--- src/rtl/mixer_pkg.sv ---
// Shared types and sizing helpers for the voice mixer.
package mixer_pkg;

    typedef enum logic [1:0] {
        ST_IDLE,
        ST_ACC,
        ST_SAT
    } mix_state_e;

    function automatic int unsigned unity_gain(input int unsigned gain_frac);
        return 32'd1 << gain_frac;
    endfunction

    // Wide enough that NUM_CH worst-case products cannot overflow before saturation.
    function automatic int unsigned acc_width(input int unsigned sample_w,
                                              input int unsigned gain_w,
                                              input int unsigned num_ch);
        return sample_w + gain_w + 1 + $clog2(num_ch);
    endfunction

endpackage

--- src/rtl/mixer_sat.sv ---
// Combinational fixed-point rescale (arithmetic shift, floor rounding),
// signed clamp to OUT_W bits and clip flag.
module mixer_sat #(
    parameter int IN_W  = 24,
    parameter int OUT_W = 16,
    parameter int SHIFT = 4
) (
    input  logic [IN_W-1:0]  acc_i,
    output logic [OUT_W-1:0] sat_o,
    output logic             clip_o
);

    localparam logic signed [IN_W-1:0] MAX_V = {{(IN_W-OUT_W+1){1'b0}}, {(OUT_W-1){1'b1}}};
    localparam logic signed [IN_W-1:0] MIN_V = {{(IN_W-OUT_W+1){1'b1}}, {(OUT_W-1){1'b0}}};

    logic signed [IN_W-1:0] shifted;

    always_comb begin
        shifted = $signed(acc_i) >>> SHIFT;
        sat_o   = shifted[OUT_W-1:0];
        clip_o  = 1'b0;
        if (shifted > MAX_V) begin
            sat_o  = {1'b0, {(OUT_W-1){1'b1}}};
            clip_o = 1'b1;
        end else if (shifted < MIN_V) begin
            sat_o  = {1'b1, {(OUT_W-1){1'b0}}};
            clip_o = 1'b1;
        end
    end

endmodule

--- src/rtl/voice_mixer.sv ---
// N-channel gain-scaled voice mixer with one time-shared multiplier and output saturation.
// Optional peak-hold of |out_sample| enabled by defining MIXER_PEAK_HOLD_EN.
module voice_mixer
    import mixer_pkg::*;
#(
    parameter int NUM_CH    = 4,
    parameter int SAMPLE_W  = 16,
    parameter int GAIN_W    = 5,
    parameter int GAIN_FRAC = 4
) (
    input  logic                         clk,
    input  logic                         reset_n,
    input  logic                         in_valid,
    input  logic [NUM_CH*SAMPLE_W-1:0]   in_samples,
    input  logic [NUM_CH-1:0]            ch_enable,
    input  logic                         gain_wr,
    input  logic [$clog2(NUM_CH)-1:0]    gain_ch,
    input  logic [GAIN_W-1:0]            gain_val,
    output logic                         out_valid,
    output logic [SAMPLE_W-1:0]          out_sample,
    output logic [NUM_CH*SAMPLE_W-1:0]   ch_samples_q,
    output logic                         busy,
    output logic                         clip,
    output logic                         overrun,
    output logic [SAMPLE_W-2:0]          peak_abs,
    input  logic                         peak_clr
);

    localparam int IDX_W  = $clog2(NUM_CH);
    localparam int PROD_W = SAMPLE_W + GAIN_W + 1;
    localparam int ACC_W  = int'(acc_width(SAMPLE_W, GAIN_W, NUM_CH));
    localparam logic [GAIN_W-1:0] UNITY    = GAIN_W'(unity_gain(GAIN_FRAC));
    localparam logic [IDX_W-1:0]  LAST_IDX = IDX_W'(NUM_CH - 1);

    mix_state_e          state_q;
    logic [IDX_W-1:0]    idx_q;
    logic [ACC_W-1:0]    acc_q, acc_d;
    logic [NUM_CH-1:0]   mask_q;
    logic [GAIN_W-1:0]   gain_q [NUM_CH];

    logic signed [SAMPLE_W-1:0] cur_s;
    logic signed [PROD_W-1:0]   s_ext, g_ext, prod;
    logic [SAMPLE_W-1:0]        sat_val;
    logic                       sat_clip;
    logic                       last_step;

    always_comb begin
        cur_s     = ch_samples_q[idx_q*SAMPLE_W +: SAMPLE_W];
        s_ext     = PROD_W'(cur_s);
        g_ext     = PROD_W'({1'b0, gain_q[idx_q]});
        prod      = s_ext * g_ext;
        acc_d     = acc_q;
        if (mask_q[idx_q])
            acc_d = acc_q + ACC_W'(prod);
        last_step = (state_q == ST_ACC) && (idx_q == LAST_IDX);
    end

    mixer_sat #(
        .IN_W  (ACC_W),
        .OUT_W (SAMPLE_W),
        .SHIFT (GAIN_FRAC)
    ) u_sat (
        .acc_i  (acc_d),
        .sat_o  (sat_val),
        .clip_o (sat_clip)
    );

    // The final ACC step saturates acc_d directly so out_valid lands in the SAT
    // cycle; SAT therefore already accepts a new in_valid like IDLE does.
    always_ff @(posedge clk) begin
        if (!reset_n) begin
            state_q      <= ST_IDLE;
            idx_q        <= '0;
            acc_q        <= '0;
            mask_q       <= '0;
            ch_samples_q <= '0;
            out_sample   <= '0;
            out_valid    <= 1'b0;
            clip         <= 1'b0;
            busy         <= 1'b0;
            overrun      <= 1'b0;
            for (int unsigned c = 0; c < NUM_CH; c++)
                gain_q[c] <= UNITY;
        end else begin
            out_valid <= 1'b0;
            for (int unsigned c = 0; c < NUM_CH; c++)
                if (gain_wr && gain_ch == IDX_W'(c))
                    gain_q[c] <= gain_val;

            case (state_q)
                ST_IDLE, ST_SAT: begin
                    if (in_valid) begin
                        ch_samples_q <= in_samples;
                        mask_q       <= ch_enable;
                        acc_q        <= '0;
                        idx_q        <= '0;
                        busy         <= 1'b1;
                        state_q      <= ST_ACC;
                    end else begin
                        state_q <= ST_IDLE;
                    end
                end
                ST_ACC: begin
                    if (in_valid)
                        overrun <= 1'b1;
                    acc_q <= acc_d;
                    if (last_step) begin
                        out_sample <= sat_val;
                        clip       <= sat_clip;
                        out_valid  <= 1'b1;
                        busy       <= 1'b0;
                        state_q    <= ST_SAT;
                    end else begin
                        idx_q <= idx_q + 1'b1;
                    end
                end
                default: state_q <= ST_IDLE;
            endcase
        end
    end

`ifdef MIXER_PEAK_HOLD_EN
    localparam logic [SAMPLE_W-1:0] SMIN = {1'b1, {(SAMPLE_W-1){1'b0}}};

    logic [SAMPLE_W-2:0] sat_abs;
    logic [SAMPLE_W-2:0] peak_q;
    logic [SAMPLE_W-1:0] neg_val;

    always_comb begin
        neg_val = -sat_val;
        if (!sat_val[SAMPLE_W-1])
            sat_abs = sat_val[SAMPLE_W-2:0];
        else if (sat_val == SMIN)
            sat_abs = '1;
        else
            sat_abs = neg_val[SAMPLE_W-2:0];
    end

    always_ff @(posedge clk) begin
        if (!reset_n)
            peak_q <= '0;
        else if (peak_clr)
            peak_q <= '0;
        else if (last_step && sat_abs > peak_q)
            peak_q <= sat_abs;
    end

    assign peak_abs = peak_q;
`else
    logic unused_peak_clr;
    assign unused_peak_clr = peak_clr;
    assign peak_abs        = '0;
`endif

endmodule

--- config.mk ---
export PLATFORM = sky130hd
export DESIGN_NAME = voice_mixer
export DESIGN_NICKNAME = d
export VERILOG_FILES = /design/src/rtl/mixer_pkg.sv /design/src/rtl/mixer_sat.sv /design/src/rtl/voice_mixer.sv
export SDC_FILE = /design/constraint.sdc
export NUM_CORES = 1
export LEC_CHECK = 0
export BUFFER_PORTS_ARGS = -buffer_cell sky130_fd_sc_hd__buf_2
export CAP_MARGIN = 20
export CORE_MARGIN = 3
export CORE_UTILIZATION = 45
export DETAILED_ROUTE_END_ITERATION = 16
export PLACE_DENSITY = 0.66
export SLEW_MARGIN = 20
export SYNTH_ARGS = -nofsm -noshare
export SYNTH_HDL_FRONTEND = slang
export SYNTH_HIERARCHICAL = 1
export SYNTH_SLANG_ARGS = --single-unit
export TNS_END_PERCENT = 30
--- constraint.sdc ---
create_clock -name clk -period 10.46 [get_ports clk]
set_input_delay 1.569 -clock clk [delete_from_list [all_inputs] [get_ports clk]]
set_output_delay 1.569 -clock clk [all_outputs]
set_load 0.02 [all_outputs]
==> results by group <==
Clocking
  • Post-CTS Setup Bufs: 0
  • TritonCTS buffer count: 17
  • Max clock buf depth: 2
  • CTS hold repair buffers: 0
  • Root Buffer: clkbuf_16
  • CTS H-tree lvls: 4
  • CTS sink cnt: 138
  • Worst-Skew Late Latency: 0.44 ns
  • CTS tree: yes
  • Clock-pin slew on the worst setup and hold paths: 0.07 ns
  • CTS resizes: 0

Logic synthesis
  • Synth Flop Type: dfxtp_1
  • Register area share after synthesis: 0.285
  • Netlist cell types: 69
  • EDFF count, synth: 20
  • Avg Synthesized Cell Area: 8.42 um2
  • Post-synth ARST share: 0
  • Mapped Cells: 1237
  • Synth warnings: 6
  • Synthesized flop and latch total: 138
  • Mapped Area: 10400 um2

Run status
  • Status: complete, no violations

Global route
  • Number of global-route vias before repair: 8279
  • Global route overflow: 0
  • Gr usage total: 0.202
  • Pin count of the biggest net entering global routing: 89
  • First-pass GRT wire length: 41200 um
  • Initial antenna violation count: 0

Final layout
  • Layout Nets: 1556
  • Ratio of cells with drive above 1 in the final layout: 0.192
  • Synth-to-Final Area Change: 14.2%
  • Post-layout utilization of the core: 0.524
  • Post-route insts no fill: 1656
  • Diode count: 0
  • Fin area: 11900 um2

Worst setup path
  • Crit Path Class: reg -> reg
  • Worst r2r src: idx_q[0]$_SDFFE_PN0P_
  • Crit path capture: out_sample[3]$_SDFFE_PN0P_
  • Setup crit start: idx_q[0]$_SDFFE_PN0P_
  • CP Capture Type: flip-flop
  • Largest stage delay, worst path: 0.86 ns
  • Required @ worst endpoint: 10.73 ns
  • RR Endpoint: out_sample[3]$_SDFFE_PN0P_
  • R2R setup slack: 1.82 ns
  • Startpoint types: flip-flop
  • Maximum fanout along the worst path: 19
  • Arr. time, crit path: 8.91 ns
  • R2R cell count: 30
  • Slowest stage cell on the critical path: dfxtp_1

Pwr
  • Pwr Total: 1.73 mW
  • Maximum vdd drop: 0.000106 V
  • Pwr dens: 146 nW/um2
  • Lkg Pwr: 5.37 nW

Placed design
  • DP HPWL: 18900 um
  • Placed cell count: 1624
  • Port Buffer Count: 162
  • RePlAce Congestion: 0.899
  • Setup WS pre-CTS: 1.79 ns
  • Dpl cell area: 11300 um2

STA
  • Setup TNS: 0 ns
  • FMAX: 116 MHz
  • Clk_skew: 0.0220 ns
  • Hold Fails Final Rpt: 0
  • Slew @ Worst Pin: 0.981 ns
  • Slew Viols, Final: 0
  • Unrepaired setup endpoints after global routing: false
  • Crit path time final: 8.64 ns
  • Slew HR: 0.346
  • Final WS setup: 1.82 ns
  • Worst hold slack: 0.455 ns
  • Final period utilization: 0.826
  • Finish-stage setup viols: 0

Run
  • Max_cap viols: 0

Routing
  • DRT iter0 DRCs: 465
  • DRC Markers: 0
  • ANT nets after route: 0
  • Final WL: 25300 um
  • DRT Pass-1 Iters: 5
  • Average wire per standard cell: 15.3 um
  • Vias: 8732
  • Via density: 5.27

Die
  • Die Ht: 158 um
  • Die ar.: 25000 um2
  • Io pins: 179
  • Starting Density: 0.459
  • Die Wd: 158 um
  • Num rows: 55
  • Core ar.: 22700 um2

Min path
  • WHS Path Cells: 2
  • Path category of the worst min-delay check: reg -> reg
placed cells by master (no fill, tap or decap), types with 7 or more instances in the layout:
cell / count
nand2_1: 228
buf_2: 162
a21oi_1: 125
dfxtp_1: 118
inv_1: 109
and2_1: 93
ha_1: 68
nor2_1: 64
fa_1: 50
o21ai_0: 36
xnor2_1: 25
mux4_2: 21
edfxtp_1: 20
nand4_1: 19
nand3_1: 17
clkbuf_16: 17
conb_1: 15
a21o_1: 13
a22oi_1: 12
o21a_1: 10
nor3_1: 10
a221oi_2: 10
xor2_1: 8
a22o_1: 8
buf_4: 8
o21bai_1: 7
Yosys cell counts (12+ instances only):
library cell / count / area share
a22oi_1: 12 / 0.0087
buf_4: 23 / 0.017
nand4_1: 19 / 0.011
mux4_2: 21 / 0.045
fa_1: 50 / 0.096
dfxtp_1: 118 / 0.23
o21ai_0: 38 / 0.018
nor2_1: 64 / 0.023
nand2_1: 228 / 0.082
xnor2_1: 25 / 0.021
inv_1: 109 / 0.039
nand3_1: 17 / 0.0082
ha_1: 68 / 0.082
clkbuf_1: 45 / 0.016
a21o_1: 13 / 0.0094
a21oi_1: 125 / 0.060
and2_1: 93 / 0.056
edfxtp_1: 20 / 0.058
metal layers:
| metal | part of all wire | track usage |
|---|---|---|
| met1 | 0.45 | 0.273 |
| met2 | 0.49 | 0.333 |
| met5 | 0 | 0 |
| met4 | 0.013 | 0.0541 |
| met3 | 0.047 | 0.0375 |
worst max-delay path: cells and delay by family (launching register included):
family	cells	cell delay, ns
AO/OA/AOI/OAI	11	1.98
XOR/XNOR	1	0.15
adder cells (fa/ha/maj)	5	1.87
buffers and inverters	5	0.86
flip-flops	1	0.86
multiplexers	1	0.60
AND/OR/NAND/NOR	7	2.14
power breakdown:
part	leakage [nW]	total, mW	switching [mW]	internal [mW]
logic	3.92	0.542	0.326	0.216
registers	1.16	0.583	0.0199	0.563
clock network	0.290	0.609	0.287	0.322
total	5.37	1.73	0.633	1.10
worst min-delay path by stage:
stage,slack (ns),start,to
floorplan,0.43,mask_q[1]$_SDFFE_PN0P_,mask_q[1]$_SDFFE_PN0P_
global placement,0.44,mask_q[1]$_SDFFE_PN0P_,mask_q[1]$_SDFFE_PN0P_
finish,0.45,out_sample[7]$_SDFFE_PN0P_,out_sample[7]$_SDFFE_PN0P_
CTS,0.46,out_sample[7]$_SDFFE_PN0P_,out_sample[7]$_SDFFE_PN0P_
global route,0.48,out_sample[13]$_SDFFE_PN0P_,out_sample[13]$_SDFFE_PN0P_
detailed placement,0.45,out_sample[7]$_SDFFE_PN0P_,out_sample[7]$_SDFFE_PN0P_
sequential cells by signal (all words and copies together), names as in the netlist, named ones only:
register      cells
acc_q            24
busy              1
ch_samples_q     64
clip              1
gain_q           20
idx_q             2
mask_q            4
out_sample       16
out_valid         1
overrun           1
state_q           2
layout make-up:
| class | count | area, um2 |
|---|---|---|
| repair buffers | 170 | 871 |
| inverters | 110 | 414 |
| well taps | 285 | 357 |
| multi-input cells | 921 | 6680 |
| clock inverters | 15 | 178 |
| fillers | 2148 | 10800 |
| clock buffers | 17 | 425 |
| flip-flops and latches | 138 | 2960 |
cells by family (layout without fill, tap and decap cells):
logic type / Yosys count / in the layout / synth area share
muxes: 30 / 30 / 0.0548
buffers and inverters: 192 / 312 / 0.0816
xor gates and xnor gates: 34 / 34 / 0.0286
other: 1 / 15 / 0.000360
AOI/OAI and AO/OA: 260 / 260 / 0.163
adders and majority gates: 118 / 118 / 0.178
and+or+nand+nor: 464 / 464 / 0.209
DFF: 138 / 138 / 0.285
Note: power is estimated with default switching activity, not from simulation.
